**src/rtl/disp_pkg.sv**
```systemverilog
// Shared types and default sizing for the multiplexed seven-segment scanner.
// Leading-zero blanking in disp_scan is enabled by defining DISP_SCAN_LZ_BLANK_EN.
package disp_pkg;

  typedef logic [3:0] nibble_t;

  typedef enum logic [0:0] {
    BLANK = 1'b0,
    DRIVE = 1'b1
  } scan_state_t;

  localparam int DISP_N_DIGITS    = 4;
  localparam int DISP_REFRESH_DIV = 50000;

endpackage

```
**src/rtl/disp_refresh_tick.sv**
```systemverilog
// Slot prescaler for disp_scan: counts 0..REFRESH_DIV-1 and flags the last
// cycle of a slot. The strobe is registered and always equals (cnt == last).
module disp_refresh_tick
  import disp_pkg::*;
#(
  parameter int REFRESH_DIV = DISP_REFRESH_DIV
) (
  input  logic clk,
  input  logic rst,
  input  logic clr,
  output logic slot_end
);

  localparam int CNT_W = (REFRESH_DIV > 2) ? $clog2(REFRESH_DIV) : 1;
  localparam logic [CNT_W-1:0] CNT_LAST = CNT_W'(REFRESH_DIV - 1);

  logic [CNT_W-1:0] cnt_r;
  logic [CNT_W-1:0] cnt_next_s;
  logic             slot_end_r;

  // Next count: wrap at the last cycle of a slot or on an explicit clear.
  always_comb begin
    cnt_next_s = cnt_r;
    if (clr || (cnt_r == CNT_LAST)) begin
      cnt_next_s = {CNT_W{1'b0}};
    end else begin
      cnt_next_s = cnt_r + CNT_W'(1);
    end
  end

  // Counter and look-ahead end-of-slot strobe.
  always_ff @(posedge clk) begin
    if (rst) begin
      cnt_r      <= {CNT_W{1'b0}};
      slot_end_r <= 1'b0;
    end else begin
      cnt_r      <= cnt_next_s;
      slot_end_r <= (cnt_next_s == CNT_LAST);
    end
  end

  assign slot_end = slot_end_r;

endmodule

```
**src/rtl/disp_scan.sv**
```systemverilog
// Time-multiplexed hex display scanner feeding disp_deco: one blank cycle plus
// REFRESH_DIV-1 drive cycles per digit. Define DISP_SCAN_LZ_BLANK_EN for leading-zero blanking.
module disp_scan
  import disp_pkg::*;
#(
  parameter int N_DIGITS    = DISP_N_DIGITS,
  parameter int REFRESH_DIV = DISP_REFRESH_DIV
) (
  input  logic                  clk,
  input  logic                  rst,
  input  logic                  load,
  input  logic [4*N_DIGITS-1:0] value,
  output logic [3:0]            nibble,
  output logic [N_DIGITS-1:0]   anode,
  output logic                  slot_tick
);

  localparam int IDX_W = (N_DIGITS > 1) ? $clog2(N_DIGITS) : 1;
  localparam logic [IDX_W-1:0] IDX_LAST = IDX_W'(N_DIGITS - 1);
  localparam logic [0:0] ST_BLANK = BLANK;
  localparam logic [0:0] ST_DRIVE = DRIVE;

  logic [0:0]            state_r;
  logic [0:0]            state_next_s;
  logic [IDX_W-1:0]      idx_r;
  logic [4*N_DIGITS-1:0] val_r;
  logic                  slot_end_s;
  logic                  clr_s;
  nibble_t               cur_nib_s;
  logic [N_DIGITS-1:0]   sel_anode_s;
  logic [N_DIGITS-1:0]   lz_mask_s;
  logic [N_DIGITS-1:0]   anode_r;
  nibble_t               nibble_r;
  logic                  slot_tick_r;

  disp_refresh_tick #(
    .REFRESH_DIV(REFRESH_DIV)
  ) u_tick (
    .clk      (clk),
    .rst      (rst),
    .clr      (clr_s),
    .slot_end (slot_end_s)
  );

  // Slot phase: a single blank cycle, then drive until the prescaler wraps.
  always_comb begin
    state_next_s = state_r;
    clr_s        = 1'b0;
    case (state_r)
      ST_BLANK: begin
        state_next_s = ST_DRIVE;
      end
      ST_DRIVE: begin
        if (slot_end_s) begin
          state_next_s = ST_BLANK;
          clr_s        = 1'b1;
        end else begin
          state_next_s = ST_DRIVE;
        end
      end
      default: begin
        state_next_s = ST_BLANK;
      end
    endcase
  end

  // Phase register and digit index; the index advances on the drive-to-blank edge.
  always_ff @(posedge clk) begin
    if (rst) begin
      state_r <= ST_BLANK;
      idx_r   <= {IDX_W{1'b0}};
    end else begin
      state_r <= state_next_s;
      if (clr_s) begin
        idx_r <= (idx_r == IDX_LAST) ? {IDX_W{1'b0}} : (idx_r + IDX_W'(1));
      end
    end
  end

  // Display value latch; independent of the scan so a load never shifts timing.
  always_ff @(posedge clk) begin
    if (rst) begin
      val_r <= {(4*N_DIGITS){1'b0}};
    end else if (load) begin
      val_r <= value;
    end
  end

`ifdef DISP_SCAN_LZ_BLANK_EN
  logic [N_DIGITS-1:0] lz_mask_d_s;
  logic [N_DIGITS-1:0] lz_mask_r;
  logic                lz_zero_s;

  // A digit above 0 is blanked when it and every higher digit are zero.
  always_comb begin
    lz_zero_s   = 1'b1;
    lz_mask_d_s = {N_DIGITS{1'b0}};
    for (int i = N_DIGITS - 1; i >= 1; i--) begin
      lz_zero_s      = lz_zero_s & (val_r[4*i +: 4] == 4'h0);
      lz_mask_d_s[i] = lz_zero_s;
    end
  end

  // Mask is registered so the blanking decode stays off the nibble path.
  always_ff @(posedge clk) begin
    if (rst) begin
      lz_mask_r <= {N_DIGITS{1'b0}};
    end else begin
      lz_mask_r <= lz_mask_d_s;
    end
  end

  assign lz_mask_s = lz_mask_r;
`else
  assign lz_mask_s = {N_DIGITS{1'b0}};
`endif

  // Select the current digit's nibble and its active-low enable.
  always_comb begin
    cur_nib_s   = 4'h0;
    sel_anode_s = {N_DIGITS{1'b1}};
    for (int i = 0; i < N_DIGITS; i++) begin
      if (idx_r == IDX_W'(i)) begin
        cur_nib_s      = val_r[4*i +: 4];
        sel_anode_s[i] = lz_mask_s[i];
      end else begin
        sel_anode_s[i] = 1'b1;
      end
    end
  end

  // Output registers: all enables high in the blank cycle.
  always_ff @(posedge clk) begin
    if (rst) begin
      anode_r     <= {N_DIGITS{1'b1}};
      nibble_r    <= 4'h0;
      slot_tick_r <= 1'b0;
    end else begin
      slot_tick_r <= (state_r == ST_BLANK);
      nibble_r    <= cur_nib_s;
      anode_r     <= (state_r == ST_DRIVE) ? sel_anode_s : {N_DIGITS{1'b1}};
    end
  end

  assign anode     = anode_r;
  assign nibble    = nibble_r;
  assign slot_tick = slot_tick_r;

endmodule

```
**config.mk**
```make
export PLATFORM = sky130hd
export DESIGN_NAME = disp_scan
export DESIGN_NICKNAME = d
export VERILOG_FILES = /design/src/rtl/disp_pkg.sv /design/src/rtl/disp_refresh_tick.sv /design/src/rtl/disp_scan.sv
export SDC_FILE = /design/constraint.sdc
export NUM_CORES = 1
export LEC_CHECK = 0
export CAP_MARGIN = 0
export CORE_MARGIN = 2
export CORE_UTILIZATION = 53
export CTS_CLUSTER_SIZE = 14
export DETAILED_ROUTE_END_ITERATION = 16
export PLACE_DENSITY = 0.78
export SLEW_MARGIN = 20
export SYNTH_ARGS = -nofsm -noshare
export SYNTH_HDL_FRONTEND = slang
export SYNTH_SLANG_ARGS = --single-unit
```
**constraint.sdc**
```tcl
create_clock -name clk -period 1.9 [get_ports clk]
set_input_delay 0.38 -clock clk [delete_from_list [all_inputs] [get_ports clk]]
set_output_delay 0.38 -clock clk [all_outputs]
set_load 0.03 [all_outputs]
```
After elaboration in Yosys (flattened, before gate mapping) --
Cells that the tools add are included.
Storage, ports and cells: register bits after elaboration 45
Operators by class: equality and inequality tests 5, add/subtract/negate cells 2, bitwise operators 1, multiplexer cells 14, reduce and logical (&&, ||, !) cells 3
Operators by type and width (number):
- == test 16 bit, second input constant | 2
- adder 16 x 1 -> 16 bit, second input constant | 1
- 2-to-1 mux 16 bit | 1
- 2-to-1 mux 4 bit | 4
- 2-to-1 mux 1 bit | 7
- == test 2 bit, second input constant | 2
- adder 2 x 1 -> 2 bit, second input constant | 1
- == test 2 x 1 -> 1 bit, second input constant | 1
- logical NOT 2 bit | 1
- 2-to-1 mux 2 bit | 1
- one-hot mux 1 bit (2 select lines) | 1
- OR reduction 2 bit | 1
- logical OR 1 bit | 1
- NOT 1 bit | 1

Longest topological paths before layout --
Gate-level depths: netlist (run 1).
word-level depth 5, depth in mapped cells 7, gate-level depth less buffers 7

Hierarchy --
Synthesis (run 1) repeated with hierarchy kept, for this count alone.
Second synthesis, totals: cell total of the unflattened synthesis 207, area total of the unflattened synthesis 2005.7 um2
Modules (own cells, without submodules):
- disp_scan | cells an instance 105, instances 1, area an instance 1071.0 um2
- disp_refresh_tick | cells an instance 102, instances 1, area an instance 934.6 um2

Worst setup path before layout (run 1) --
Ideal clock, no wire load.
path kind flip-flop to flip-flop, start register u_tick.cnt_r[0], end register u_tick.slot_end_r, in the netlist u_tick.slot_end, path buffers 0, cell stages (with the launch flop) 6, setup time 0.103 ns, arrival time 1.614 ns, slack 0.182 ns, cell sequence dfxtp_1 ha_1 nand4_2 or3_1 a21o_1 a2111oi_2
On the way: word-level cells in the longest chain between the ends 4, elaborated cells on any way between the ends 5, those cells by class add/sub: 1; eq/ne: 2; mux: 1; reduce/logical: 1
Ends and longest elaborated chain:
- start, declared | RTL line disp_refresh_tick.sv:17 | logic [CNT_W-1:0] cnt_r;
- start signal, assigned | RTL line disp_refresh_tick.sv:34 | cnt_r <= {CNT_W{1'b0}};
- start signal, assigned | RTL line disp_refresh_tick.sv:37 | cnt_r <= cnt_next_s;
- branches (longest 2 deep; another with adder 16 x 1 -> 16 bit)
- 2-to-1 mux 16 bit (*) | RTL line disp_refresh_tick.sv:24 | if (clr || (cnt_r == CNT_LAST)) begin
- == test 16 bit (*) | RTL line disp_refresh_tick.sv:38 | slot_end_r <= (cnt_next_s == CNT_LAST);
- end signal, assigned | RTL line disp_refresh_tick.sv:38
- end, declared | RTL line disp_refresh_tick.sv:19 | logic slot_end_r;
Every way passes the cells marked *. A chain may end at the register's enable or synchronous reset.

Final worst setup path (run 1) --
Ends and elaborated chain as after synthesis.

==> results.json, run 1 <==
{
  "max-slew-margin-rel_pct": 77.2,
  "die_w_um": 65.0,
  "worstSetupStartpointType": "flop",
  "status": "finished, final reports clean",
  "synth_cell_types": 34,
  "ios": 28,
  "p_leak_nw": 0.958,
  "cts_buffer_depth": 2,
  "areaGrowthSynthToFinish_pct": 22.3,
  "track_usage_pct": 19.6,
  "period_needed_ns": 1.76,
  "drtPass1Iterations": 4,
  "synth.largest_area_cell": "dfxtp_1",
  "crit_start": "u_tick.cnt_r[0]",
  "syn-mean-instance-area_sq_um": 9.38,
  "max_stage_delay_ns": 0.41,
  "crit_required_ns": 2.11,
  "num_antenna_cells": 0,
  "grt_pass1_wl_um": 6350,
  "n_fill_cell": 294,
  "post_cts_buffers": 0,
  "wl_um": 3730,
  "io_buffers": 27,
  "h-tree-depth": 2,
  "antenna_found_initial": 0,
  "grt_max_degree": 25,
  "path_clk_slew_ns": 0.09,
  "dieArea_sq_um": 4220,
  "ctsRootBufferMaster": "clkbuf_8",
  "cp_slowest_cell": "or3_4",
  "rows": 22,
  "gp_congestion": 0.941,
  "final_cell_mix": "dfxtp_1 (40), nor2_1 (32), clkdlybuf4s50_1 (27)",
  "drv_cap": 0,
  "num_vias": 1498,
  "tns_ns": 0,
  "synth.ff_latch_count": 45,
  "hold_start": "state_r",
  "powerDensity_nw_per_um2": 724,
  "maxSlewViolCount": 0,
  "syn_inst": 210,
  "dr.first_iter.drc_count": 97,
  "reg2reg_slack_ns": 0.14,
  "insertion_delay_ns": 0.30,
  "min_path_type": "reg -> reg",
  "yosysWarnings": 0,
  "synth_top_area_share_pct": 45.7,
  "place_area_sq_um": 2280,
  "setup_violations": 0,
  "drive_gt1_share_pct": 12.6,
  "coreArea_sq_um": 3610,
  "cts_tree": "yes",
  "layout_commonest_cell": "dfxtp_1",
  "synth_nets": 235,
  "synth_edf_count": 0,
  "initial_core_util_pct": 54.6,
  "cts_buffers": 5,
  "crit_type": "reg -> reg",
  "first_global_vias": 1405,
  "cts_sinks": 45,
  "cp-end-kind": "flop",
  "tightest_slew_ns": 0.338,
  "cp_max_fo": 7,
  "fmax_mhz": 567,
  "syn_area_sq_um": 1970,
  "arrival_ns": 1.97,
  "synth_area_leaders": "dfxtp_1 (46%), mux2i_1 (10%), nor2_1 (6.3%)",
  "overflow": 0,
  "ys_async_sr_fraction_pct": 0,
  "finalHoldViolations": 0,
  "ir_worst_vdd_uv": 427,
  "finalNetCount": 262,
  "final.period_utilization_pct": 92.8,
  "grt_setup_unrepaired": "false",
  "synth_flop_cell": "dfxtp_1",
  "r2r-start": "u_tick.cnt_r[0]",
  "ys_seq_area_share_pct": 45.7,
  "dp.final_hpwl_um": 2560,
  "wl_per_cell_um": 13.0,
  "die_h_um": 65.0,
  "via_per_inst": 5.24,
  "crit_chain": "ha_2 -> nand4_4 -> or3_4 -> a21o_1 -> a2111oi_2",
  "finalInstanceArea_sq_um": 2410,
  "fin_worst_skew_ns": 0.00921,
  "drc": 0,
  "p_total_mw": 1.74,
  "ant_nets": 0
}
==> area by class of cell <==
cell class                      instances  area, sq um  share of cell area, %
Multi-Input combinational cell        149         1030                   42.9
Sequential cell                        45          907                   37.6
Timing Repair Buffer                   31          300                   12.5
Clock buffer                            5         68.8                   2.86
Tap cell                               48         60.1                   2.49
Clock inverter                          3         21.3                  0.883
Inverter                                5         18.8                  0.779
==> what timing repair did <==
item	4_1_cts	5_1_grt
hold buffers	0	0
endpoints found under the setup margin	0	1
gates resized for setup	0	12
==> routing by layer <==
metal | up-vias | share of wire, % | track usage, %
li1 | 783 | - | -
met1 | 683 | 47 | 23.9
met2 | 26 | 47 | 32.7
met3 | 6 | 4.4 | 5.90
met4 | 0 | 1.6 | 7.18
met5 | - | 0 | 0
==> final timing paths <==
kind                endpoint  cells after the start
max          u_tick.slot_end                      5
min reg2reg        slot_tick                      1
min                slot_tick                      1
max reg2reg  u_tick.slot_end                      5
==> critical path: cells and delay by family (launching register included) <==
| family | cells | cell delay (ns) |
|---|---|---|
| flip-flops | 1 | 0.38 |
| AND/OR/NAND/NOR | 2 | 0.56 |
| AO/OA/AOI/OAI | 2 | 0.51 |
| adder cells (fa/ha/maj) | 1 | 0.22 |
==> flip-flops by register name, summed over array words and instances, names as in the netlist <==
register	cells
anode	4
idx_r	2
nibble	4
slot_tick	1
state_r	1
u_tick.cnt_r	16
u_tick.slot_end	1
val_r	16
==> kinds of logic after synthesis <==
| kind of cell | count (synthesis) | share of synthesized area (%) |
|---|---|---|
| and+or+nand+nor | 87 | 23.4 |
| DFF | 45 | 45.7 |
| AOI/OAI and AO/OA | 24 | 7.81 |
| muxes | 20 | 10.2 |
| buffers and inverters | 16 | 3.75 |
| xor gates and xnor gates | 12 | 5.33 |
| adders and majority gates | 6 | 3.81 |
==> report_power, final <==
group / internal (mW) / switching (mW) / total, mW
logic: 0.0805 / 0.0654 / 0.146
registers: 0.976 / 0.0207 / 0.996
clock network: 0.261 / 0.341 / 0.602
==> synthesized netlist by cell type, types with 2 or more instances <==
| cell type | number |
|---|---|
| a21o_1 | 2 |
| a21oi_1 | 11 |
| and3b_1 | 4 |
| buf_2 | 2 |
| buf_4 | 3 |
| clkbuf_1 | 6 |
| dfxtp_1 | 45 |
| ha_1 | 6 |
| inv_1 | 5 |
| mux2i_1 | 20 |
| nand2_1 | 17 |
| nand3_1 | 6 |
| nand4_1 | 5 |
| nor2_1 | 33 |
| nor2b_1 | 4 |
| nor3_1 | 2 |
| nor4_1 | 4 |
| nor4b_1 | 2 |
| o2111ai_1 | 2 |
| o21ai_0 | 6 |
| or3_1 | 2 |
| xnor2_1 | 4 |
| xor2_1 | 8 |
==> per-stage QoR <==
stage               hold WS (ns)  utilization [%]  worst slack (ns)  cells
CTS                        0.480             65.6            0.0154    286
detailed placement         0.461             63.1            0.0230    278
global placement           0.455             63.1            0.0909    278
floorplan                  0.434                -             0.182    210
global route               0.482             66.8           0.00308    286
finish                     0.473             66.8             0.136    286
(Power assumes the default switching activity.)
==> run 2: changes to the inputs <==
Settings changed: GPL_ROUTABILITY_DRIVEN from default to 0.
==> results of run 2 <==
The final DEF is identical to that of run 1; final timing and power are the same.
